==> config.mk <==
export PLATFORM = sky130hd
export DESIGN_NAME = rr_arbiter_8
export DESIGN_NICKNAME = d
export VERILOG_FILES = /design/src/rtl/arb_pkg.sv /design/src/rtl/rr_pick.sv /design/src/rtl/rr_arbiter_8.sv
export SDC_FILE = /design/constraint.sdc
export NUM_CORES = 1
export LEC_CHECK = 0
export CAP_MARGIN = 40
export CORE_ASPECT_RATIO = 1.75
export CORE_MARGIN = 2
export CORE_UTILIZATION = 42
export CTS_BUF_LIST = sky130_fd_sc_hd__clkbuf_8
export DETAILED_ROUTE_END_ITERATION = 8
export HOLD_SLACK_MARGIN = 0.08
export PLACE_DENSITY = 0.64
export SYNTH_ARGS = -nofsm -noshare
export SYNTH_HDL_FRONTEND = slang
export SYNTH_SLANG_ARGS = --single-unit
==> constraint.sdc <==
create_clock -name clk -period 5 [get_ports clk]
set_input_delay 1 -clock clk [delete_from_list [all_inputs] [get_ports clk]]
set_output_delay 1 -clock clk [all_outputs]
set_load 0.03 [all_outputs]
==> src/rtl/arb_pkg.sv <==
// arb_pkg: shared arbiter sizes, state encoding and grant index/one-hot helpers
package arb_pkg;
  localparam int ARB_N = 8;
  localparam int ARB_IDXW = 3;
  typedef enum logic {IDLE, GRANT} state_e;
  function automatic logic [ARB_IDXW-1:0] onehot_to_idx(input logic [ARB_N-1:0] oh);
    onehot_to_idx = '0;
    for (int i = 0; i < ARB_N; i++) onehot_to_idx |= oh[i] ? ARB_IDXW'(i) : '0;
  endfunction
  function automatic logic [ARB_N-1:0] idx_to_onehot(input logic [ARB_IDXW-1:0] idx);
    return ARB_N'(1) << idx;
  endfunction
endpackage

==> src/rtl/rr_pick.sv <==
// rr_pick: combinational rotating-priority picker, first requester at or after base wins
module rr_pick import arb_pkg::*; #(
  parameter int N = ARB_N,
  localparam int IDXW = $clog2(N)
) (
  input  logic [N-1:0]    req,
  input  logic [IDXW-1:0] base,
  output logic            any,
  output logic [IDXW-1:0] winner
);
  logic [N-1:0] rot;
  logic [IDXW-1:0] off;
  assign any = |req;
  assign winner = off + base;
  // rotate so base sits at bit 0, then the lowest set bit is the offset from base
  always_comb begin
    off = '0;
    for (int i = 0; i < N; i++) rot[i] = req[IDXW'(i) + base];
    for (int i = N - 1; i >= 0; i--) off = rot[i] ? IDXW'(i) : off;
  end
endmodule

==> src/rtl/rr_arbiter_8.sv <==
// rr_arbiter_8: round-robin arbiter with registered one-hot grant and valid/ready; RR_ARB_LOCK_EN adds burst lock
module rr_arbiter_8 import arb_pkg::*; #(
  parameter int N = ARB_N,
  localparam int IDXW = $clog2(N)
) (
  input  logic            clk,
  input  logic            rst_n,
  input  logic [N-1:0]    req,
  output logic [N-1:0]    gnt,
  output logic            gnt_valid,
  input  logic            gnt_ready,
  output logic [IDXW-1:0] gnt_idx
`ifdef RR_ARB_LOCK_EN
  ,
  input  logic            lock
`endif
);
  state_e st, st_nx;
  logic [N-1:0] gnt_nx;
  logic [IDXW-1:0] ptr, ptr_nx, idx_nx, base, win;
  logic hs, ld, lk, any;
  assign gnt_valid = st == GRANT;
  assign hs = gnt_valid & gnt_ready;
  assign ld = !gnt_valid | hs;
`ifdef RR_ARB_LOCK_EN
  assign lk = hs & lock;
`else
  assign lk = 1'b0;
`endif
  assign base = hs ? (lk ? gnt_idx : gnt_idx + 1'b1) : ptr;
  rr_pick #(.N(N)) u_pick (
    .req(req),
    .base(base),
    .any(any),
    .winner(win)
  );
  // next grant is loaded only when idle or on handshake; a stalled grant stays frozen
  always_comb begin
    st_nx = st;
    gnt_nx = gnt;
    idx_nx = gnt_idx;
    ptr_nx = ptr;
    if (ld) begin
      st_nx = any ? GRANT : IDLE;
      gnt_nx = any ? N'(1) << win : '0;
      idx_nx = any ? win : '0;
    end
    if (hs & !lk) ptr_nx = gnt_idx + 1'b1;
  end
  // grant registers and priority pointer
  always_ff @(posedge clk or negedge rst_n) begin
    if (!rst_n) begin
      st <= IDLE;
      gnt <= '0;
      gnt_idx <= '0;
      ptr <= '0;
    end else begin
      st <= st_nx;
      gnt <= gnt_nx;
      gnt_idx <= idx_nx;
      ptr <= ptr_nx;
    end
  end
endmodule

==> results.toml, run 1 <==
[outcome]
status = "complete, no violations"

[synth]
syn-instance-count = 157
synthTopCellsByArea = "dfrtp_1, nand3_1, and3_1"
async_reset_ff_share_pct = 100
synth-seq-cells = 15
mappedNetlistNets = 171
synth_warnings = 0
synth_area_mm2 = 0.00145
yosys.area.top_type = "dfrtp_1"
ys_types = 57
synth-seq-area-share_pct = 25.8
synth-edff-count = 0
synth_top_area_share_pct = 25.8
avgSynthCellArea_um2 = 9.25
synth_flop_cell = "dfrtp_1"

[timing]
drv_slew = 0
setup_tns_ps = 0
clock.fmax_ghz = 0.227
hold_ws_ps = 474
setup_slack_ps = 596
setup_violations = 0
relSlewSlack_pct = 41.1
hold_viol_final = 0
finalCritPeriodShare_pct = 88.1
fin_crit_ps = 4400
tightest_slew_ps = 881
skew_ps = 3.80
rsz0062_at_grt = "false"

[setup_path]
startpoint_type = "primary input"
crit_type = "in -> reg"
critical_path_arrival_ps = 4590
rr_worst_depth = 14
crit_path_max_fanout = 10
critical_path_required_ps = 5190
crit_path_end_kind = "flip-flop"

[placement]
place_congestion = 0.993
io_buffers = 22
pre_cts_ws_ps = -33.7
hpwl_um = 3390
dpl_cell_area_mm2 = 0.00176

[floorplan]
die-area_mm2 = 0.00396
io_pins = 23
core-area_mm2 = 0.00333
fp.dieH_um = 81.8
die_w_um = 48.5
fp-row-count = 28
start_util_pct = 43.6

[route]
drt_iter0_markers = 50
ant_nets = 0
post_drt_via_cell_ratio = 6.21
via_count = 1435
wl_um = 4110
drc = 0
wire_per_inst_um = 17.8
drt-pass1-iter-count = 4

[clock_network]
cts_tree = "yes"
clkTransAtPathRegs_ps = 60
post_cts_buffers = 0
root_buffer = "clkbuf_8"
clockBufferDepth = 2
postCtsHoldBufs = 0
clock_sinks = 15
cts_made_buffers = 3
ctsResizeCount = 0
htreeDepth = 1
clock_latency_ps = 250

[global_routing]
antenna_found_initial = 0
grt_pass1_vias = 1418
grt_usage_pct = 22.6
grt_overflow = 0
grt_max_degree = 16
grt_pass1_wl_um = 6760

[cells_and_area]
antenna-diode-count = 0
fin_area_mm2 = 0.00181
fin_nets = 201
register_area_um2 = 375
multi_input_area_mm2 = 0.00104
fillerInstances = 300
drive_gt1_share_pct = 14.0
layout_commonest_cell = "clkdlybuf4s50_1"
final_cell_mix = "clkdlybuf4s50_1, dfrtp_1, nand3_1"
syn_to_final_growth_pct = 24.4

[worst_hold_path]
min_path_cells = 2
min_path_type = "reg -> reg"

[flow_run]
drv_cap = 0
[per-layer routing]
metal	part of all wire (%)	GRT usage, %	up-vias
met2	55	42.9	71
met4	7.2	20.6	0
met1	34	21.4	667
met3	4.1	2.00	20
li1	-	-	677
met5	0	0	-
[worst max-delay path, cell delays in order]
cell and delay [ps]:
dlymetal6s2s_1 270, nand3_2 260, nand2_2 190, inv_1 60, ha_1 300, mux4_1 600, a21boi_0 240, or2_2 190
o21a_1 130, o21ai_0 100, fa_1 390, xnor2_1 280, xor2_1 350, a32o_1 220
[through the flow]
step                      util, %  std cells
after floorplan                 -        157
after global placement       52.8        227
final                        54.3        231
after detailed placement     52.8        227
after CTS                    54.2        231
after global routing         54.3        231
[synthesized netlist by cell type (all sizes together), types with 3 or more instances]
library cell and count:
nand3 14, xor2 3, a21oi 11, nor2 8, nand2 10, nor2b 3
xnor2 7, a2111oi 3, or3 3, a211o 3, o21ai 8, mux2i 6
o41ai 3, inv 5, a21boi 3, dfrtp 15, mux4 3, and3 9
and2 5
[sequential cells by signal (all words and copies together) (netlist names)]
register,flops
gnt,8
gnt_idx,3
ptr,3
gnt_valid,1
[cell families (layout without fill, tap and decap cells)]
kind of cell / Yosys count / after routing / share of synthesized area, %
flip-flops: 15 / 15 / 25.8
adder cells (fa/ha/maj): 3 / 3 / 3.10
XOR/XNOR: 10 / 10 / 7.06
buffers and inverters: 8 / 37 / 2.50
AO/OA/AOI/OAI: 53 / 53 / 28.9
AND/OR/NAND/NOR: 58 / 58 / 22.0
multiplexers: 10 / 10 / 10.7
[area by class of cell]
type | count | area share [%]
multi-input combinational | 134 | 57.6
sequential | 15 | 20.8
timing repair buffer | 27 | 14.4
tap | 45 | 3.12
clock buffer | 3 | 2.29
inverter | 6 | 1.52
clock inverter | 1 | 0.277
[final timing paths]
check                      slack [ps]              startpoint                  to
max                               600               gnt_ready  gnt[3]$_DFFE_PN0P_
max in group asynchronous        3410                   rst_n  gnt[6]$_DFFE_PN0P_
max reg2reg                       800  gnt_idx[0]$_DFFE_PN0P_  gnt[3]$_DFFE_PN0P_
min reg2reg                       470      gnt[2]$_DFFE_PN0P_  gnt[2]$_DFFE_PN0P_
min in group asynchronous        1160                   rst_n  gnt[3]$_DFFE_PN0P_
min                               470      gnt[2]$_DFFE_PN0P_  gnt[2]$_DFFE_PN0P_
Power of run 1 is left out: the tool's default activity adds up to more than one toggle a clock period on the data nets, which glitch-free logic cannot reach.
==> run 2: changes to the inputs <==
- CAP_MARGIN: 40 -> 20
- PLACE_DENSITY: 0.64 -> 0.66
- SLEW_MARGIN: unset -> 0
- clock period: 5 -> 4 ns (I/O delays scaled with it)
==> run 2 against run 1 <==
Compared with the run above: wire length grew 24%; flip-flop and latch count unchanged; worst setup slack got worse by 470 ps; utilization is 14 points higher; largest cell class unchanged.
==> results.toml, run 2 (synthesis results as in run 1) <==
[clock_network]
cts_tree = "yes"
postCtsHoldBufs = 0
htreeDepth = 1
clock_sinks = 15
cts_made_buffers = 3
clockBufferDepth = 2
root_buffer = "clkbuf_8"
clkTransAtPathRegs_ps = 60
clock_latency_ps = 240

[outcome]
status = "complete, no violations"

[timing]
rsz0062_at_grt = "false"
tightest_slew_ps = 661
fin_crit_ps = 3880
setup_slack_ps = 124
clock.fmax_ghz = 0.258
hold_viol_final = 0
drv_slew = 0
skew_ps = 2.86
relSlewSlack_pct = 55.8
setup_violations = 0
setup_tns_ps = 0
finalCritPeriodShare_pct = 96.9

[setup_path]
crit_path_max_fanout = 6
r2r_slack_ps = 150
crit_path_cell_trace = "clkbuf_2 > buf_4 > a21o_4 > nand2_4 > buf_6 > inv_2 > mux2i_2 > mux4_2 > a21boi_2 > or2_4 > o21a_1 > o21ai_1 > fa_2 > xnor2_4 > xor2_4 > a32o_1"
max_stage_delay_ps = 550
critical_path_required_ps = 4140
crit_slowest_cell = "mux4_2"
crit_type = "in -> reg"
crit_path_end_kind = "flip-flop"
path_delay_family = "compound AO/OA/AOI/OAI gates"
critical_path_arrival_ps = 4010
path_buf_inv = 4
startpoint_type = "primary input"

[floorplan]
io_pins = 23
die-area_mm2 = 0.00396
fp-row-count = 28
fp.dieH_um = 81.8
die_w_um = 48.5
core-area_mm2 = 0.00333
start_util_pct = 43.6

[route]
via_count = 1666
post_drt_via_cell_ratio = 6.13
drt_iter0_markers = 50
drt-pass1-iter-count = 4
wl_um = 5110
drc = 0
wire_per_inst_um = 18.8
ant_nets = 0

[cells_and_area]
layout_commonest_cell = "buf_4"
drive_gt1_share_pct = 38.3
largest_register_ff_count = 8
final_cell_mix = "buf_4, clkdlybuf4s50_1, dfrtp_1"
top_register = "gnt"
reg_top3 = "gnt x8, gnt_idx x3, ptr x3"
syn_to_final_growth_pct = 56.7
antenna-diode-count = 0
finalNonFillerCells = 272
fin_nets = 242

[placement]
io_buffers = 22
hpwl_um = 3860
placedCellCount = 264
place_congestion = 1.01
pre_cts_ws_ps = -586

[global_routing]
grt_overflow = 0
grt_max_degree = 16
grt_usage_pct = 26.4
grt_pass1_vias = 1754
grt_pass1_wl_um = 7980
antenna_found_initial = 0

[flow_run]
drv_cap = 0

[worst_hold_path]
min_path_type = "reg -> reg"
[run 2: cell types whose count changed in the layout (fill, tap and decap cells not counted), sizes merged]
cell	before	now
dlymetal6s2s	1	0
clkbuf	3	4
buf	5	46
[run 2: area by class of cell]
cell class                      instances  area, µm²
Timing Repair Buffer                   68        568
Inverter                                6       32.5
Clock buffer                            3       41.3
Fill cell                             245       1050
Tap cell                               45       56.3
Sequential cell                        15        377
Multi-Input combinational cell        134       1200
Clock inverter                          1       5.00
[run 2: worst paths after layout]
| path | start | to | cells after the start |
|---|---|---|---|
| hold reg to reg | gnt[0]$_DFFE_PN0P_ | gnt[0]$_DFFE_PN0P_ | 2 |
| max in group asynchronous | rst_n | gnt_idx[0]$_DFFE_PN0P_ | 1 |
| setup / recovery | gnt_ready | gnt[3]$_DFFE_PN0P_ | 16 |
| hold / removal | gnt[0]$_DFFE_PN0P_ | gnt[0]$_DFFE_PN0P_ | 2 |
| setup reg to reg | gnt_idx[0]$_DFFE_PN0P_ | gnt[3]$_DFFE_PN0P_ | 14 |
| min in group asynchronous | rst_n | gnt_idx[2]$_DFFE_PN0P_ | 1 |
[run 2: worst min-delay path: stages, from the launching register on]
cell,delay (ps)
dfrtp_1,340
nand2_1,50
o31ai_1,60
[run 2: layer usage]
metal,global-route usage [%],routed length (µm)
met3,3.09,225
met2,54.0,2950
met1,22.6,1600
met5,0,0
met4,21.1,332
[run 2: stage by stage]
step	utilization [%]	hold slack [ps]	instance area, µm²
detailed placement	62.2	464	2070
CTS	65.0	483	2160
finish	68.4	483	2280
global route	68.4	512	2280
global placement	62.2	464	2070
floorplan	-	504	1490
[run 2: timing repair]
action / CTS / global route
setup buffers: 1 / 3
pin swaps: 5 / 6
resized for setup: 12 / 16
setup endpoints to repair: 10 / 9
Power of run 2 is left out for the same reason.
==> run 3: changes to the inputs <==
- clock period: 4 -> 3.3 ns (I/O delays scaled with it)
==> run 3 against run 2 <==
Compared with the run above: the run now ends with negative setup slack left; worst hold slack better by 4.6 ps; flip-flop and latch count did not move; count of clock-buffer cells in the layout stayed put; cell area up 4.9%; critical path depth down 2; sequential share of layout area fell by 0.72 points; final cell count rose by 2.6%; global-route usage shrank 1.2 points; utilization rose by 3.3 points; via count decreased by 0.72%; largest cell class unchanged; wire length shrank 3.0%.
==> results.toml, run 3 (synthesis results as in run 1) <==
[floorplan]
core-area_mm2 = 0.00333
die-area_mm2 = 0.00396
fp.dieH_um = 81.8
start_util_pct = 43.6
fp-row-count = 28
die_w_um = 48.5
io_pins = 23

[setup_path]
crit_path_max_fanout = 5
critical_path_required_ps = 3430
crit_path_end_kind = "flip-flop"
startpoint_type = "flip-flop"
critical_path_arrival_ps = 3720
crit_type = "reg -> reg"

[global_routing]
grt_overflow = 0
grt_pass1_vias = 1721
antenna_found_initial = 0
grt_max_degree = 16
grt_pass1_wl_um = 7620
grt_usage_pct = 25.2

[timing]
tightest_slew_ps = 861
hold_ws_ps = 488
fin_crit_ps = 3590
finalCritPeriodShare_pct = 109
clock.fmax_ghz = 0.278
hold_viol_final = 0
rsz0062_at_grt = "true"
relSlewSlack_pct = 42.5
drv_slew = 0
setup_violations = 11
skew_ps = 0.911
setup_slack_ps = -293

[cells_and_area]
fin_area_mm2 = 0.00239
drive_gt1_share_pct = 43.6
final_cell_mix = "buf_4, clkdlybuf4s50_1, dfrtp_1"
reg_top3 = "gnt x8, gnt_idx x3, ptr x3"
top_register = "gnt"
fin_nets = 249
layout_commonest_cell = "buf_4"
multi_input_area_mm2 = 0.00126
antenna-diode-count = 0
register_area_um2 = 378
fillerInstances = 263
syn_to_final_growth_pct = 64.3
finalNonFillerCells = 279
largest_register_ff_count = 8

[worst_hold_path]
min_path_type = "reg -> reg"

[outcome]
failed_checks = "negative setup slack"
status = "finished with violations"

[clock_network]
clockBufferDepth = 2
cts_made_buffers = 3
cts_tree = "yes"
root_buffer = "clkbuf_8"
htreeDepth = 1
clock_sinks = 15
clock_latency_ps = 250
postCtsHoldBufs = 0
clkTransAtPathRegs_ps = 60

[route]
wire_per_inst_um = 17.7
via_count = 1654
wl_um = 4950
drt_iter0_markers = 44
post_drt_via_cell_ratio = 5.93
drt-pass1-iter-count = 4
ant_nets = 0
drc = 0

[placement]
dpl_cell_area_mm2 = 0.00215
io_buffers = 22
placedCellCount = 269
place_congestion = 0.916
hpwl_um = 3910

[flow_run]
drv_cap = 0
run 3: final timing paths:
path	from	endpoint	slack, ps	cells past startpoint
max	gnt_idx[0]$_DFFE_PN0P_	gnt[1]$_DFFE_PN0P_	-290	14
min	gnt[0]$_DFFE_PN0P_	gnt[0]$_DFFE_PN0P_	490	2
max reg2reg	gnt_idx[0]$_DFFE_PN0P_	gnt[1]$_DFFE_PN0P_	-290	14
min reg2reg	gnt[0]$_DFFE_PN0P_	gnt[0]$_DFFE_PN0P_	490	2
max in group asynchronous	rst_n	gnt_idx[1]$_DFFE_PN0P_	2000	1
min in group asynchronous	rst_n	ptr[2]$_DFF_PN0_	830	1
run 3: layout make-up:
class,count,share of cell area [%]
sequential,15,15.8
clock inverter,1,0.157
multi-input combinational,134,52.7
inverter,6,1.36
clock buffer,3,1.73
timing repair buffer,75,25.8
tap,45,2.36
run 3: routing by layer:
layer | vias to the layer above | wire length (µm) | track usage (%) | share of wire (%)
li1 | 777 | - | - | -
met1 | 790 | 1590 | 20.5 | 32
met2 | 60 | 2840 | 53.8 | 57
met3 | 27 | 158 | 3.09 | 3.2
met4 | 0 | 362 | 18.6 | 7.3
met5 | - | 0 | 0 | 0
run 3: through the flow:
step | setup slack, ps | utilization [%] | TNS (ps)
after floorplan | -392 | - | -3240
after global placement | -856 | 64.5 | -8540
after detailed placement | -981 | 64.5 | -9640
after CTS | -211 | 67.8 | -1690
after global routing | -378 | 71.7 | -3150
final | -293 | 71.7 | -2000
run 3: repair_timing:
| item | in CTS | in global routing |
|---|---|---|
| pin swaps | 6 | 12 |
| setup endpoints to repair | 11 | 11 |
| buffers inserted | 2 | 4 |
| resized for setup | 14 | 16 |
run 3: worst max-delay path, stage by stage, from the launching register on:
cell and delay (ps):
dfrtp_2 420, ha_4 250, and3_4 160, a21oi_4 150
clkinv_4 70, ha_4 270, mux4_2 540, a21boi_2 170
or2_4 140, o21a_1 120, o21ai_2 60, fa_2 380
xnor2_4 280, xor2_4 140, a32o_2 310
Power of run 3 is left out for the same reason.
